<file path="src/rtl/conv_seq_mac.sv">
// Streaming 1-D convolution / cross-correlation engine: loads f then g serially,
// then produces all 2*LEN-1 outputs with a single shared multiply-accumulate.
//
// state  | meaning
// IDLE   | one cycle after reset release, not accepting samples
// LOAD   | accepting f[0..LEN-1] then g[0..LEN-1]
// CALC   | one MAC per cycle for output index k, i = 0..LEN-1
// OUT    | result held on Dout until the consumer takes it
module conv_seq_mac #(
    parameter int LEN = 8,
    parameter int DW  = 4,
    parameter int OW  = 11
) (
    input  logic          clk,
    input  logic          reset,
    input  logic          in_en,
    input  logic [DW-1:0] Din,
    input  logic          mode,
    output logic          busy,
    output logic          out_valid,
    input  logic          out_ready,
    output logic [OW-1:0] Dout
);

    localparam int IW = $clog2(LEN);
    localparam int KW = $clog2(2*LEN-1);
    localparam int XW = KW + 2;
    localparam logic [XW-1:0] LEN_X   = XW'(LEN);
    localparam logic [XW-1:0] LENM1_X = XW'(LEN-1);
    localparam logic [IW-1:0] I_LAST  = IW'(LEN-1);
    localparam logic [KW-1:0] K_LAST  = KW'(2*LEN-2);

    typedef enum logic [1:0] {S_IDLE, S_LOAD, S_CALC, S_OUT} state_t;

    state_t state, state_nxt;

    logic [DW-1:0] f [LEN];
    logic [DW-1:0] g [LEN];
    logic [IW-1:0] idx;
    logic          sel_g;
    logic          mode_r;
    logic [KW-1:0] k;
    logic [IW-1:0] i;
    logic [OW-1:0] acc;

    logic          accept, last_sample, mac_last, hs;
    logic [XW-1:0] k_x, i_x, diff, sum, corr_idx;
    logic          g_ok;
    logic [IW-1:0] g_idx;
    logic [2*DW-1:0] prod;
    logic [OW-1:0] term;

    always_ff @(posedge clk or posedge reset) begin
        if (reset) state <= S_IDLE;
        else       state <= state_nxt;
    end

    always_comb begin
        state_nxt   = state;
        accept      = 1'b0;
        last_sample = 1'b0;
        mac_last    = 1'b0;
        hs          = 1'b0;
        case (state)
            S_IDLE: state_nxt = S_LOAD;
            S_LOAD: begin
                if (in_en) begin
                    accept = 1'b1;
                    if (sel_g && idx == I_LAST) begin
                        last_sample = 1'b1;
                        state_nxt   = S_CALC;
                    end
                end
            end
            S_CALC: begin
                if (i == I_LAST) begin
                    mac_last  = 1'b1;
                    state_nxt = S_OUT;
                end
            end
            S_OUT: begin
                if (out_ready) begin
                    hs        = 1'b1;
                    state_nxt = (k == K_LAST) ? S_LOAD : S_CALC;
                end
            end
            default: state_nxt = S_IDLE;
        endcase
    end

    assign busy      = (state != S_LOAD);
    assign out_valid = (state == S_OUT);

    // conv reads g[k-i], corr reads g[i+k-(LEN-1)]; anything outside 0..LEN-1 adds zero
    always_comb begin
        k_x      = XW'(k);
        i_x      = XW'(i);
        diff     = k_x - i_x;
        sum      = k_x + i_x;
        corr_idx = sum - LENM1_X;
        if (mode_r) begin
            g_ok  = (sum >= LENM1_X) && (corr_idx < LEN_X);
            g_idx = corr_idx[IW-1:0];
        end else begin
            g_ok  = (k_x >= i_x) && (diff < LEN_X);
            g_idx = diff[IW-1:0];
        end
        prod = (2*DW)'(f[i]) * (2*DW)'(g[g_idx]);
        term = g_ok ? OW'(prod) : '0;
    end

    always_ff @(posedge clk or posedge reset) begin
        if (reset) begin
            for (int j = 0; j < LEN; j++) begin
                f[j] <= '0;
                g[j] <= '0;
            end
            idx    <= '0;
            sel_g  <= 1'b0;
            mode_r <= 1'b0;
            k      <= '0;
            i      <= '0;
            acc    <= '0;
            Dout   <= '0;
        end else begin
            if (accept) begin
                if (sel_g) g[idx] <= Din;
                else       f[idx] <= Din;
                if (!sel_g && idx == '0) mode_r <= mode;
                if (idx == I_LAST) begin
                    idx   <= '0;
                    sel_g <= ~sel_g;
                end else begin
                    idx <= idx + 1'b1;
                end
            end
            if (last_sample) begin
                k   <= '0;
                i   <= '0;
                acc <= '0;
            end
            if (state == S_CALC) begin
                if (mac_last) begin
                    Dout <= acc + term;
                end else begin
                    i   <= i + 1'b1;
                    acc <= acc + term;
                end
            end
            if (hs) begin
                Dout <= '0;
                if (k != K_LAST) begin
                    k   <= k + 1'b1;
                    acc <= '0;
                    i   <= '0;
                end
            end
        end
    end

endmodule

</file>
<file path="config.mk">
export PLATFORM = sky130hd
export DESIGN_NAME = conv_seq_mac
export DESIGN_NICKNAME = d
export VERILOG_FILES = /design/src/rtl/conv_seq_mac.sv
export SDC_FILE = /design/constraint.sdc
export NUM_CORES = 1
export LEC_CHECK = 0
export ABC_AREA = 1
export CAP_MARGIN = 20
export CORE_MARGIN = 4
export CORE_UTILIZATION = 42
export CTS_CLUSTER_SIZE = 28
export DETAILED_ROUTE_END_ITERATION = 7
export PLACE_DENSITY = 0.65
export SYNTH_ARGS = -nofsm -noshare
export SYNTH_HDL_FRONTEND = slang
export SYNTH_SLANG_ARGS = --single-unit
</file>
<file path="constraint.sdc">
create_clock -name clk -period 6.2 [get_ports clk]
set_input_delay 1.24 -clock clk [delete_from_list [all_inputs] [get_ports clk]]
set_output_delay 1.24 -clock clk [all_outputs]
set_load 0.005 [all_outputs]
</file>
==> flow_summary.ini, run 1 <==
[synth]
ys_seq_area_frac = 0.431
synth_edf_count = 0
syn_inst = 743
synth_flop_cell = dfrtp_1
async_flop_share = 1.00
yosysMostFrequentCell = nand2_1
synth_top_area_frac = 0.431
syn_avg_cell_area_um2 = 7.82
ys_ff_latch = 100
yosys_warnings = 0
synth_top_cell_by_area = dfrtp_1
syn_area_mm2 = 0.00581
synth_nets = 793
synth_commonest_cells = 229 x nand2_1, 100 x dfrtp_1, 88 x o21ai_0
synth_area_leaders = dfrtp_1 43%, nand2_1 15%, o21ai_0 7.6%
synth_cell_types = 40

[detailed_routing]
firstDrtPassIters = 5
via_count = 4994
wl_per_cell_um = 15.3
wirelength_mm = 14.4
dr.first_iter.drc_count = 320
drc = 0
drtAntennaViolNets = 0
vias_per_cell = 5.29

[sta]
slew_viol_final = 0
tightest_slew_ps = 795
finalSetupViolations = 0
slew_headroom = 0.470
finalCriticalPeriod_ps = 5750
hold_viol_final = 0
max_freq_ghz = 0.174
post-route-period-util = 0.927
rsz0062_at_grt = no
final.setup.tns_ps = 0
clock_skew_ps = 8.62

[run]
drv_cap = 0

[setup_path]
rr_worst_depth = 28
crit_top_cell = nand2_1
path_max_fanout = 10
cp.arrival_ps = 5990
cp-start-kind = flip-flop
regToRegSetupSlack_ps = 450
endpoint_kind = flip-flop
r2r-end = acc[10]
path_class = reg2reg
slowest_delay_ps = 560
crit_required_ps = 6450
critPathTopFamily = adder cells
cpMaxStageDelayCell = fa_1
r2r_start = i[1]
path_buf_inv = 5

[cts]
cts-buffers-inserted = 9
clkSinkCount = 100
cts_buffer_depth = 2
cts-root-buf = clkbuf_16
clkLatencyLatePin_ps = 360
clk_pin_slew_ps = 70
htreeDepth = 3
holdBufCountCts = 0
cts_tree = built

[place]
place.gp.congestion = 0.938
numPortBuffers = 21
hpwl_mm = 10.7

[global_routing]
antenna_found_initial = 0
gr-total-overflow = 0
grt_pass1_vias = 4943
grt_pass1_wl_mm = 25.1
grtUsageTotal = 0.195
grt_max_degree = 62

[cells_and_area]
layout.nets = 813
drive_gt1_frac = 0.0521
syn2layout_area_growth_pct = 11.4
diodes = 0

[min_path]
worst_hold_path.num_cells = 2
min_to = Dout[6]
hp-start = Dout[6]
hp-class = reg2reg

[die]
rows = 42
die_w_um = 126
initial_core_util = 0.433
io_pins = 22
die_h_um = 126
core_area_mm2 = 0.0134
dieArea_mm2 = 0.0158

[status]
outcome = completed
per-stage QoR:
| step | util | hold slack (ps) | instance area (um2) | instances | worst slack, ps |
|---|---|---|---|---|---|
| after global placement | 0.461 | 459 | 6180 | 928 | 509 |
| after CTS | 0.483 | 485 | 6470 | 944 | 314 |
| final | 0.483 | 478 | 6470 | 944 | 454 |
| after detailed placement | 0.461 | 469 | 6180 | 928 | 323 |
| after global routing | 0.483 | 498 | 6470 | 944 | 34.0 |
| after floorplan | - | 448 | 5810 | 743 | 719 |
worst max-delay path by stage:
stage                     startpoint      end  slack, ps  depth (start not counted)
final                           i[1]  acc[10]        450                         28
after global routing            i[1]  acc[10]         30                         29
after CTS                       i[1]  acc[10]        310                         29
after detailed placement        i[1]  acc[10]        320                         29
after global placement          i[1]  acc[10]        510                         29
after floorplan                 i[1]  acc[10]        720                         31
worst register-to-register path, delay by kind of cell, from the launching register on:
family                     cells  cell delay [ps]
DFF                            1              470
xor gates and xnor gates       1              160
and+or+nand+nor               10              930
AOI/OAI and AO/OA              6             1120
buffers and inverters          5              470
adders and majority gates      6             2470
layer usage:
metal / vias to the layer above / GRT usage / routed length, um
met1: 2398 / 0.269 / 6830
li1: 2470 / - / -
met5: - / 0 / 0
met4: 0 / 0.0478 / 165
met3: 10 / 0.0516 / 767
met2: 116 / 0.309 / 6680
area by class of cell:
cell class / count / area, um2
inverters: 72 / 275
fillers: 1294 / 6930
clock buffers: 11 / 233
repair buffers: 25 / 240
flip-flops and latches: 100 / 2500
multi-input cells: 555 / 2940
clock inverters: 5 / 52.6
well taps: 176 / 220
flip-flops by register name, indices dropped and copies added (netlist names), 2 cells and up:
name,cells
Dout,11
acc,11
f,32
g,32
i,3
idx,3
k,4
state,2
kinds of logic (layout without fill, tap and decap cells):
| group | Yosys count | after routing | synth area share |
|---|---|---|---|
| buf+inv | 88 | 113 | 0.0621 |
| simple gates | 359 | 359 | 0.258 |
| compound gates | 144 | 144 | 0.135 |
| flops | 100 | 100 | 0.431 |
| xor+xnor | 11 | 11 | 0.0166 |
| fa+ha+maj | 41 | 41 | 0.0974 |
repair_timing:
item / CTS / global route
endpoints found under the setup margin: 0 / 7
gates resized for setup: 0 / 2
buffers inserted: 0 / 0
layout by cell type (no fill, tap or decap), types with 2 or more instances in the layout:
cell type,instances
nand2_1,229
dfrtp_1,99
o21ai_0,87
inv_1,68
nand3_1,59
nor2_1,41
ha_1,34
a21oi_1,28
clkdlybuf4s50_1,21
nor3_1,9
clkbuf_16,9
fa_1,7
nor2_2,6
xor2_1,6
nand2_2,6
a211oi_1,6
xnor2_1,5
o21ai_1,5
a21o_1,4
buf_4,4
nand4_1,3
clkinv_2,3
inv_2,2
nand2_4,2
inv_4,2
a32oi_1,2
o22ai_1,2
o211ai_1,2
or2_1,2
clkbuf_1,2
Power of run 1 is not shown: default switching activity piles up to over one toggle a cycle in this logic, so the estimate is an artifact.
==> run 2, diff against run 1 <==
--- a/config.mk
+++ b/config.mk
@@ -6,7 +6,6 @@
 export NUM_CORES = 1
 export LEC_CHECK = 0
 export ABC_AREA = 1
-export CAP_MARGIN = 20
 export CORE_MARGIN = 4
 export CORE_UTILIZATION = 42
 export CTS_CLUSTER_SIZE = 28
==> results of run 2 <==
Same layout as run 1: the final DEF is identical, and so are final timing and power.
Power of run 2 is left out for the same reason.
